--- config.mk ---
export PLATFORM = sky130hd
export DESIGN_NAME = clock_time_core
export DESIGN_NICKNAME = d
export VERILOG_FILES = /design/src/rtl/clock_pkg.sv /design/src/rtl/clock_prescaler.sv /design/src/rtl/clock_time_core.sv
export SDC_FILE = /design/constraint.sdc
export NUM_CORES = 1
export LEC_CHECK = 0
export CAP_MARGIN = 5
export CORE_UTILIZATION = 45
export CTS_BUF_LIST = sky130_fd_sc_hd__clkbuf_4 sky130_fd_sc_hd__clkbuf_8
export CTS_CLUSTER_DIAMETER = 60
export CTS_CLUSTER_SIZE = 25
export DETAILED_ROUTE_END_ITERATION = 10
export GPL_TIMING_DRIVEN = 0
export HOLD_SLACK_MARGIN = 0.03
export PLACE_DENSITY = 0.82
export REMOVE_ABC_BUFFERS = 1
export SLEW_MARGIN = 20
export SYNTH_ARGS = -nofsm -noshare
export SYNTH_HDL_FRONTEND = slang
export SYNTH_SLANG_ARGS = --single-unit
--- constraint.sdc ---
create_clock -name clock -period 2.7 [get_ports clock]
set_input_delay 0.81 -clock clock [delete_from_list [all_inputs] [get_ports clock]]
set_output_delay 0.81 -clock clock [all_outputs]
set_load 0.02 [all_outputs]
--- src/rtl/clock_pkg.sv ---
// Shared constants, io_out field layout and the load-FSM state type for the
// DigitalClock time-of-day engine.
package clock_pkg;
  localparam int HOUR_W = 5;
  localparam int MIN_W  = 6;
  localparam int SEC_W  = 6;

  localparam logic [HOUR_W-1:0] MAX_HOUR = 5'd23;
  localparam logic [MIN_W-1:0]  MAX_MIN  = 6'd59;
  localparam logic [SEC_W-1:0]  MAX_SEC  = 6'd59;

  localparam int IO_W        = 18;
  localparam int IO_SEC_LSB  = 0;
  localparam int IO_MIN_LSB  = 6;
  localparam int IO_HOUR_LSB = 12;
  localparam int IO_TICK_BIT = 17;

  typedef enum logic {S_IDLE, S_RESP} load_state_e;

  function automatic logic time_in_range(input logic [HOUR_W-1:0] h,
                                         input logic [MIN_W-1:0]  m,
                                         input logic [SEC_W-1:0]  s);
    return (h <= MAX_HOUR) && (m <= MAX_MIN) && (s <= MAX_SEC);
  endfunction
endpackage

--- src/rtl/clock_prescaler.sv ---
// Divides the user clock down to a one-cycle tick every TICK_DIV cycles.
module clock_prescaler #(
  parameter int TICK_DIV = 40,
  parameter int CW       = 6
) (
  input  logic clock,
  input  logic reset,
  input  logic run_en,
  input  logic clr,
  output logic tick
);
  localparam logic [CW-1:0] PRE_MAX = CW'(TICK_DIV - 1);

  logic [CW-1:0] pre_q, pre_d;

  assign tick = run_en && (pre_q == PRE_MAX);

  // A time load restarts the second so the new time lasts a full period.
  always_comb begin
    pre_d = pre_q;
    if (clr)         pre_d = '0;
    else if (run_en) pre_d = tick ? '0 : pre_q + CW'(1);
  end

  always_ff @(posedge clock or posedge reset) begin
    if (reset) pre_q <= '0;
    else       pre_q <= pre_d;
  end
endmodule

--- src/rtl/clock_time_core.sv ---
// 24-hour hh:mm:ss engine with valid/ready time/alarm loads and the GPIO
// field {tick, hour, min, sec}.
module clock_time_core
  import clock_pkg::*;
#(
  parameter int TICK_DIV = 40,
  parameter int CW       = 6
) (
  input  logic              clock,
  input  logic              reset,
  input  logic              run_en,
  input  logic              set_valid,
  output logic              set_ready,
  input  logic              set_sel,
  input  logic [HOUR_W-1:0] set_hour,
  input  logic [MIN_W-1:0]  set_min,
  input  logic [SEC_W-1:0]  set_sec,
  output logic              set_ack,
  output logic              set_err,
  input  logic              alarm_en,
  output logic              alarm_hit,
  output logic              day_wrap,
  output logic [IO_W-1:0]   io_out,
  output logic [IO_W-1:0]   io_oeb
);
  load_state_e       state_q, state_d;
  logic [HOUR_W-1:0] hour_q, hour_d, al_hour_q, al_hour_d;
  logic [MIN_W-1:0]  min_q, min_d, al_min_q, al_min_d;
  logic [SEC_W-1:0]  sec_q, sec_d, al_sec_q, al_sec_d;
  logic              live_q, tick_q, ack_q, ack_d, err_q, err_d;
  logic              hit_q, hit_d, wrap_q, wrap_d;
  logic              tick, accept, in_range, load_time, load_alarm, at_end;

  clock_prescaler #(.TICK_DIV(TICK_DIV), .CW(CW)) u_pre (
    .clock  (clock),
    .reset  (reset),
    .run_en (run_en),
    .clr    (load_time),
    .tick   (tick)
  );

  assign set_ready  = live_q && (state_q == S_IDLE);
  assign accept     = set_valid && set_ready;
  assign in_range   = time_in_range(set_hour, set_min, set_sec);
  assign load_time  = accept && in_range && !set_sel;
  assign load_alarm = accept && in_range && set_sel;
  assign at_end     = (hour_q == MAX_HOUR) && (min_q == MAX_MIN) && (sec_q == MAX_SEC);

  always_comb begin
    state_d   = state_q;
    hour_d    = hour_q;
    min_d     = min_q;
    sec_d     = sec_q;
    al_hour_d = al_hour_q;
    al_min_d  = al_min_q;
    al_sec_d  = al_sec_q;
    ack_d     = accept && in_range;
    err_d     = accept && !in_range;

    // A time load overrides a coincident tick; the tick is still shown on io_out.
    if (load_time) begin
      hour_d = set_hour;
      min_d  = set_min;
      sec_d  = set_sec;
    end else if (tick) begin
      if (sec_q == MAX_SEC) begin
        sec_d = '0;
        if (min_q == MAX_MIN) begin
          min_d  = '0;
          hour_d = (hour_q == MAX_HOUR) ? '0 : hour_q + HOUR_W'(1);
        end else begin
          min_d = min_q + MIN_W'(1);
        end
      end else begin
        sec_d = sec_q + SEC_W'(1);
      end
    end

    if (load_alarm) begin
      al_hour_d = set_hour;
      al_min_d  = set_min;
      al_sec_d  = set_sec;
    end

    wrap_d = tick && !load_time && at_end;
    hit_d  = tick && !load_time && alarm_en &&
             ({hour_d, min_d, sec_d} == {al_hour_d, al_min_d, al_sec_d});

    case (state_q)
      S_IDLE:  if (accept) state_d = S_RESP;
      default: state_d = S_IDLE;
    endcase
  end

  always_ff @(posedge clock or posedge reset) begin
    if (reset) begin
      state_q   <= S_IDLE;
      hour_q    <= '0;
      min_q     <= '0;
      sec_q     <= '0;
      al_hour_q <= '0;
      al_min_q  <= '0;
      al_sec_q  <= '0;
      live_q    <= 1'b0;
      tick_q    <= 1'b0;
      ack_q     <= 1'b0;
      err_q     <= 1'b0;
      hit_q     <= 1'b0;
      wrap_q    <= 1'b0;
    end else begin
      state_q   <= state_d;
      hour_q    <= hour_d;
      min_q     <= min_d;
      sec_q     <= sec_d;
      al_hour_q <= al_hour_d;
      al_min_q  <= al_min_d;
      al_sec_q  <= al_sec_d;
      live_q    <= 1'b1;
      tick_q    <= tick;
      ack_q     <= ack_d;
      err_q     <= err_d;
      hit_q     <= hit_d;
      wrap_q    <= wrap_d;
    end
  end

  assign set_ack   = ack_q;
  assign set_err   = err_q;
  assign alarm_hit = hit_q;
  assign day_wrap  = wrap_q;

  always_comb begin
    io_out = '0;
    io_out[IO_TICK_BIT]                    = tick_q;
    io_out[IO_HOUR_LSB +: HOUR_W]          = hour_q;
    io_out[IO_MIN_LSB +: MIN_W]            = min_q;
    io_out[IO_SEC_LSB +: SEC_W]            = sec_q;
  end

  assign io_oeb = {IO_W{~live_q}};
endmodule

After elaboration in Yosys (flattened, before gate mapping)
Index checks and enable logic that the tools add are counted.
{ "word_totals": {"word_cells": 67, "regBits": 47, "in_bits": 23, "out_inout_bits": 41} }
{ "op_classes": {"n_bitwise": 2, "n_reduce_logical": 19, "n_eq_ne": 5, "add_sub_neg": 4, "n_mux": 20, "magnitude_cmp": 3} }
{ "ops": {"columns": ["operator", "n"], "rows": [
  ["$mux W6", 12],
  ["$mux W5", 6],
  ["$add A6 B1 Y6 const B", 3],
  ["$eq A6 B6 Y1 const B", 3],
  ["$eq A17 B17 Y1", 1],
  ["$logic_and A1 B1 Y1", 15],
  ["$le A6 B6 Y1 const B", 2],
  ["$add A5 B1 Y5 const B", 1],
  ["$eq A5 B5 Y1 const B", 1],
  ["$le A5 B5 Y1 const B", 1],
  ["$logic_not A1 Y1", 3],
  ["$mux W1", 2],
  ["$not A1 Y1", 2],
  ["$reduce_bool A2 Y1", 1]
]} }

Depth between registers and ports, before layout
{ "depth": {"word_depth": 9, "depth_mapped": 14, "depth_no_buf": 12} }

By module
A second synthesis with hierarchy kept.
{ "hier_totals": {"hier_cells": 292, "hier_area_um2": 2947.8} }
{ "by_module_without_submodules": {"columns": ["mod", "cells_each", "n_inst", "seq_area_each_um2", "area_each_um2"], "rows": [
  ["clock_time_core", 261, 1, 1026.0, 2618.8],
  ["clock_prescaler", 31, 1, 150.1, 329.1]
]} }

Least setup slack after synthesis
No wires, ideal clock.
{ "synth_path": {"kind": "input-to-reg", "start": "in run_en", "end": "reg hit_q (netlist: alarm_hit)", "setup_slack_ps": -347, "t_required_ps": 2604, "setup_time_ps": 96, "stages": 9, "path_buffers": 1, "arrival_ps": 2951, "cell_sequence": "buf_2 > nand3_1 > nor4_4 > a21boi_2 > or3_1 > a31oi_1 > nor2_1 > or4_4 > nor4_2"} }
{ "synth_between": {"elab_chain_len": 5, "elab_cells_between_ends": 11, "cone_classes": "eq/ne: 1; mux: 6; reduce/logical: 4"} }
{ "synth_rtl": {"columns": ["item", "line", "text"], "rows": [
  ["start: declaration", "clock_time_core.sv:11", "input logic run_en,"],
  ["$logic_and A1 B1 Y1 (*)", "clock_prescaler.sv:16", "assign tick = run_en && (pre_q == PRE_MAX);"],
  ["$mux W6 or $mux W5 (tied branches)", "clock_time_core.sv:65", "end else if (tick) begin"],
  ["$mux W6 or $mux W5 (tied branches)", "clock_time_core.sv:61", "if (load_time) begin"],
  ["$eq A17 B17 Y1", "clock_time_core.sv:87", "({hour_d, min_d, sec_d} == {al_hour_d, al_min_d, al_sec_d});"],
  ["$logic_and A1 B1 Y1 (*)", "clock_time_core.sv:86", "hit_d = tick && !load_time && alarm_en &&"],
  ["named net hit_d", "clock_time_core.sv:31", "logic hit_q, hit_d, wrap_q, wrap_d;"],
  ["end signal: assignment", "clock_time_core.sv:122", "hit_q <= hit_d;"],
  ["end: declaration", "clock_time_core.sv:31", null]
]} }
Mark *: on every way through the listed nets, which the timed path passes. The rest lies on a longest branch.
A chain may end at the register's enable or synchronous reset.

Worst setup path in the final report
{ "layout_path": {"start": "reg u_pre.pre_q[4]", "end": "reg hit_q (netlist: alarm_hit)"} }
{ "layout_between": {"elab_chain_len": 6, "elab_cells_between_ends": 12, "cone_classes": "eq/ne: 2; mux: 6; reduce/logical: 4"} }
{ "layout_rtl": {"columns": ["item", "line", "text"], "rows": [
  ["start: declaration", "clock_prescaler.sv:14", "logic [CW-1:0] pre_q, pre_d;"],
  ["start signal: assignment", "clock_prescaler.sv:27", "else pre_q <= pre_d;"],
  ["$eq A6 B6 Y1 (*)", "clock_prescaler.sv:16", null],
  ["$logic_and A1 B1 Y1 (*)", "clock_prescaler.sv:16", null],
  ["$mux W6 or $mux W5 (tied branches)", "clock_time_core.sv:65", null],
  ["$mux W6 or $mux W5 (tied branches)", "clock_time_core.sv:61", null],
  ["$eq A17 B17 Y1", "clock_time_core.sv:87", null],
  ["$logic_and A1 B1 Y1 (*)", "clock_time_core.sv:86", null],
  ["named net hit_d", "clock_time_core.sv:31", null]
]} }
Marked as above.

==> metrics.yaml <==
start_kind: "flop"
die_h_um: 82.2
grt_pass1_vias: 2639
ant_nets: 0
finalNetCount: 433
viasPerCell: 6.15
syn_area_um2: 2900
antenna_found_initial: 0
worst_slack_ns: -0.385
cp_max_fo: 5
relSlewSlack: 0.612
overflow: 0
yosysWarnings: 0
vias: 2964
violations: "setup timing"
clock_skew_ns: 0.0170
first_pass_iters: 6
fill_cells: 402
cts_tree: "done"
hold_slack_ns: 0.516
ir_worst_vdd_uv: 406
worst_slew_pin_slew_ns: 0.567
crit_type: "reg2reg"
core_um2: 6060
grt_start_max_net_pins: 34
r2r_slack_ns: -0.38
period_share: 1.14
finalMaxSlewViolations: 0
synth_cell_types: 53
cts_htree_levels: 2
synthArstFlopShare: 1.00
num_rows: 28
mostFrequentLayoutCells: "clkdlybuf4s50_1, buf_4, dfrtp_1, nor2_1, a21oi_1"
drt_wl_total_um: 9680
setup-violations-final: 1
fin_crit_ns: 3.08
power_leakage_nw: 1.78
arrival_ns: 3.30
route.detailed.drc: 0
grt_pass1_wl_um: 12800
layout-drive-gt1-share: 0.344
start_util: 0.478
status: "finished with violations"
routedWlPerCell_um: 20.1
routabilityCongestion: 0.882
pwr_density_cell_nw_per_um2: 651
syn_to_final_growth_pct: 46.5
dp_hpwl_um: 4890
die_w_um: 82.2
netlist_instances: 311
io_pins: 64
antennaDiodeCount: 0
rsz0062_at_grt: "yes"
ys_seq_area_frac: 0.406
synth_edf_count: 0
root_buffer: "clkbuf_8"
post-place-ws_ns: -1.63
cts_buffer_depth: 2
first_iter_violations: 392
clk_pin_slew_ns: 0.10
mostFrequentLayoutCell: "clkdlybuf4s50_1"
required_ns: 2.91
cts_buffers: 5
crit_path_end_kind: "flop"
ys_ff_latch: 47
cts_sinks: 47
ys.flop_type: "dfrtp_1"
track_usage: 0.255
worst_hold_path_type: "reg2reg"
setup_tns_ns: -0.385
max_freq_mhz: 324
io_buffer_count: 63
die_area_um2: 6760
clk_latency_ns: 0.32
finalHoldViolations: 0
maxCapViolCount: 0
avgSynthCellArea_um2: 9.32
## kinds of logic after synthesis
family          count (synthesis)  synth area share
simple gates                  115             0.209
compound gates                 59             0.127
flops                          47             0.406
buf+inv                        36            0.0743
xor+xnor                       27            0.0816
mux                            22            0.0833
fa+ha+maj                       4            0.0173
other cells                     1           0.00129
## final timing paths
kind                                start           to  depth (start not counted)
setup / recovery           u_pre.pre_q[4]    alarm_hit                         10
max in group asynchronous           reset    alarm_hit                          3
min in group asynchronous           reset     sec_q[0]                          2
setup reg to reg           u_pre.pre_q[4]    alarm_hit                         10
hold reg to reg               al_min_q[3]  al_min_q[3]                          1
hold / removal                al_min_q[3]  al_min_q[3]                          1
## cell usage after synthesis, drive strengths merged (5+ instances only)
master / count / area (um2)
nor3: 9 / 45.0
nand2: 18 / 70.1
xnor2: 11 / 96.3
nor4: 5 / 52.6
inv: 5 / 18.8
o21ai: 13 / 65.1
buf: 23 / 166
and3: 5 / 31.3
nand4: 8 / 56.3
mux2i: 5 / 50.1
dfrtp: 47 / 1180
xor2: 16 / 140
a31oi: 7 / 43.8
nand3: 13 / 65.1
a21oi: 19 / 95.1
clkbuf: 7 / 26.3
mux2: 17 / 191
nor2: 37 / 139
## worst max-delay path: stages (launching register included)
cell       delay, ns
dfrtp_1         0.44
or3b_4          0.45
nor4_4          0.14
buf_4           0.18
buf_12          0.11
buf_4           0.11
mux2i_2         0.29
xnor2_1         0.12
a2111oi_0       0.53
nand4_1         0.29
nor4_4          0.33
## per-layer routing
metal,part of all wire,GRT usage,vias up
met5,0,0,-
met4,0.060,0.158,0
met3,0.090,0.0505,70
met2,0.47,0.403,210
met1,0.38,0.320,1404
li1,-,-,1280
## metrics by stage
stage               power [mW]  std cells  instance area, um2   util
floorplan                 1.62        281                2710      -
global placement          1.92        419                3430  0.566
detailed placement        1.96        421                3460  0.572
CTS                       2.51        459                3900  0.643
global route              2.88        482                4250  0.700
finish                    2.77        482                4250  0.700
## power breakdown
group	leakage, nW	switching [mW]	total [mW]	internal [mW]
Combinational	1.18	0.648	1.25	0.598
Clock	0.0491	0.249	0.451	0.203
Sequential	0.558	0.201	1.07	0.866
## registers in the layout, summed over array words and instances, names as in the netlist
signal	cells
tick_q	1
day_wrap	1
sec_q	6
set_err	1
hour_q	5
min_q	6
alarm_hit	1
al_hour_q	5
live_q	1
u_pre.pre_q	6
state_q	1
set_ack	1
al_sec_q	6
al_min_q	6
## final cells by class
cell class | instances | area [um2] | area share
inverter | 6 | 35.0 | 0.00825
sequential | 47 | 1180 | 0.278
clock inverter | 1 | 5.00 | 0.00118
multi-input combinational | 230 | 1780 | 0.420
clock buffer | 7 | 83.8 | 0.0197
tap | 75 | 93.8 | 0.0221
timing repair buffer | 116 | 1060 | 0.250
## repair_timing
action / CTS / global route
endpoints found under the setup margin: 30 / 1
cloned: 2 / 0
pin swaps: 15 / 23
hold buffers: 0 / 0
setup buffers: 28 / 23
gates resized for setup: 61 / 73
Note: power is estimated with default switching activity, not from simulation.
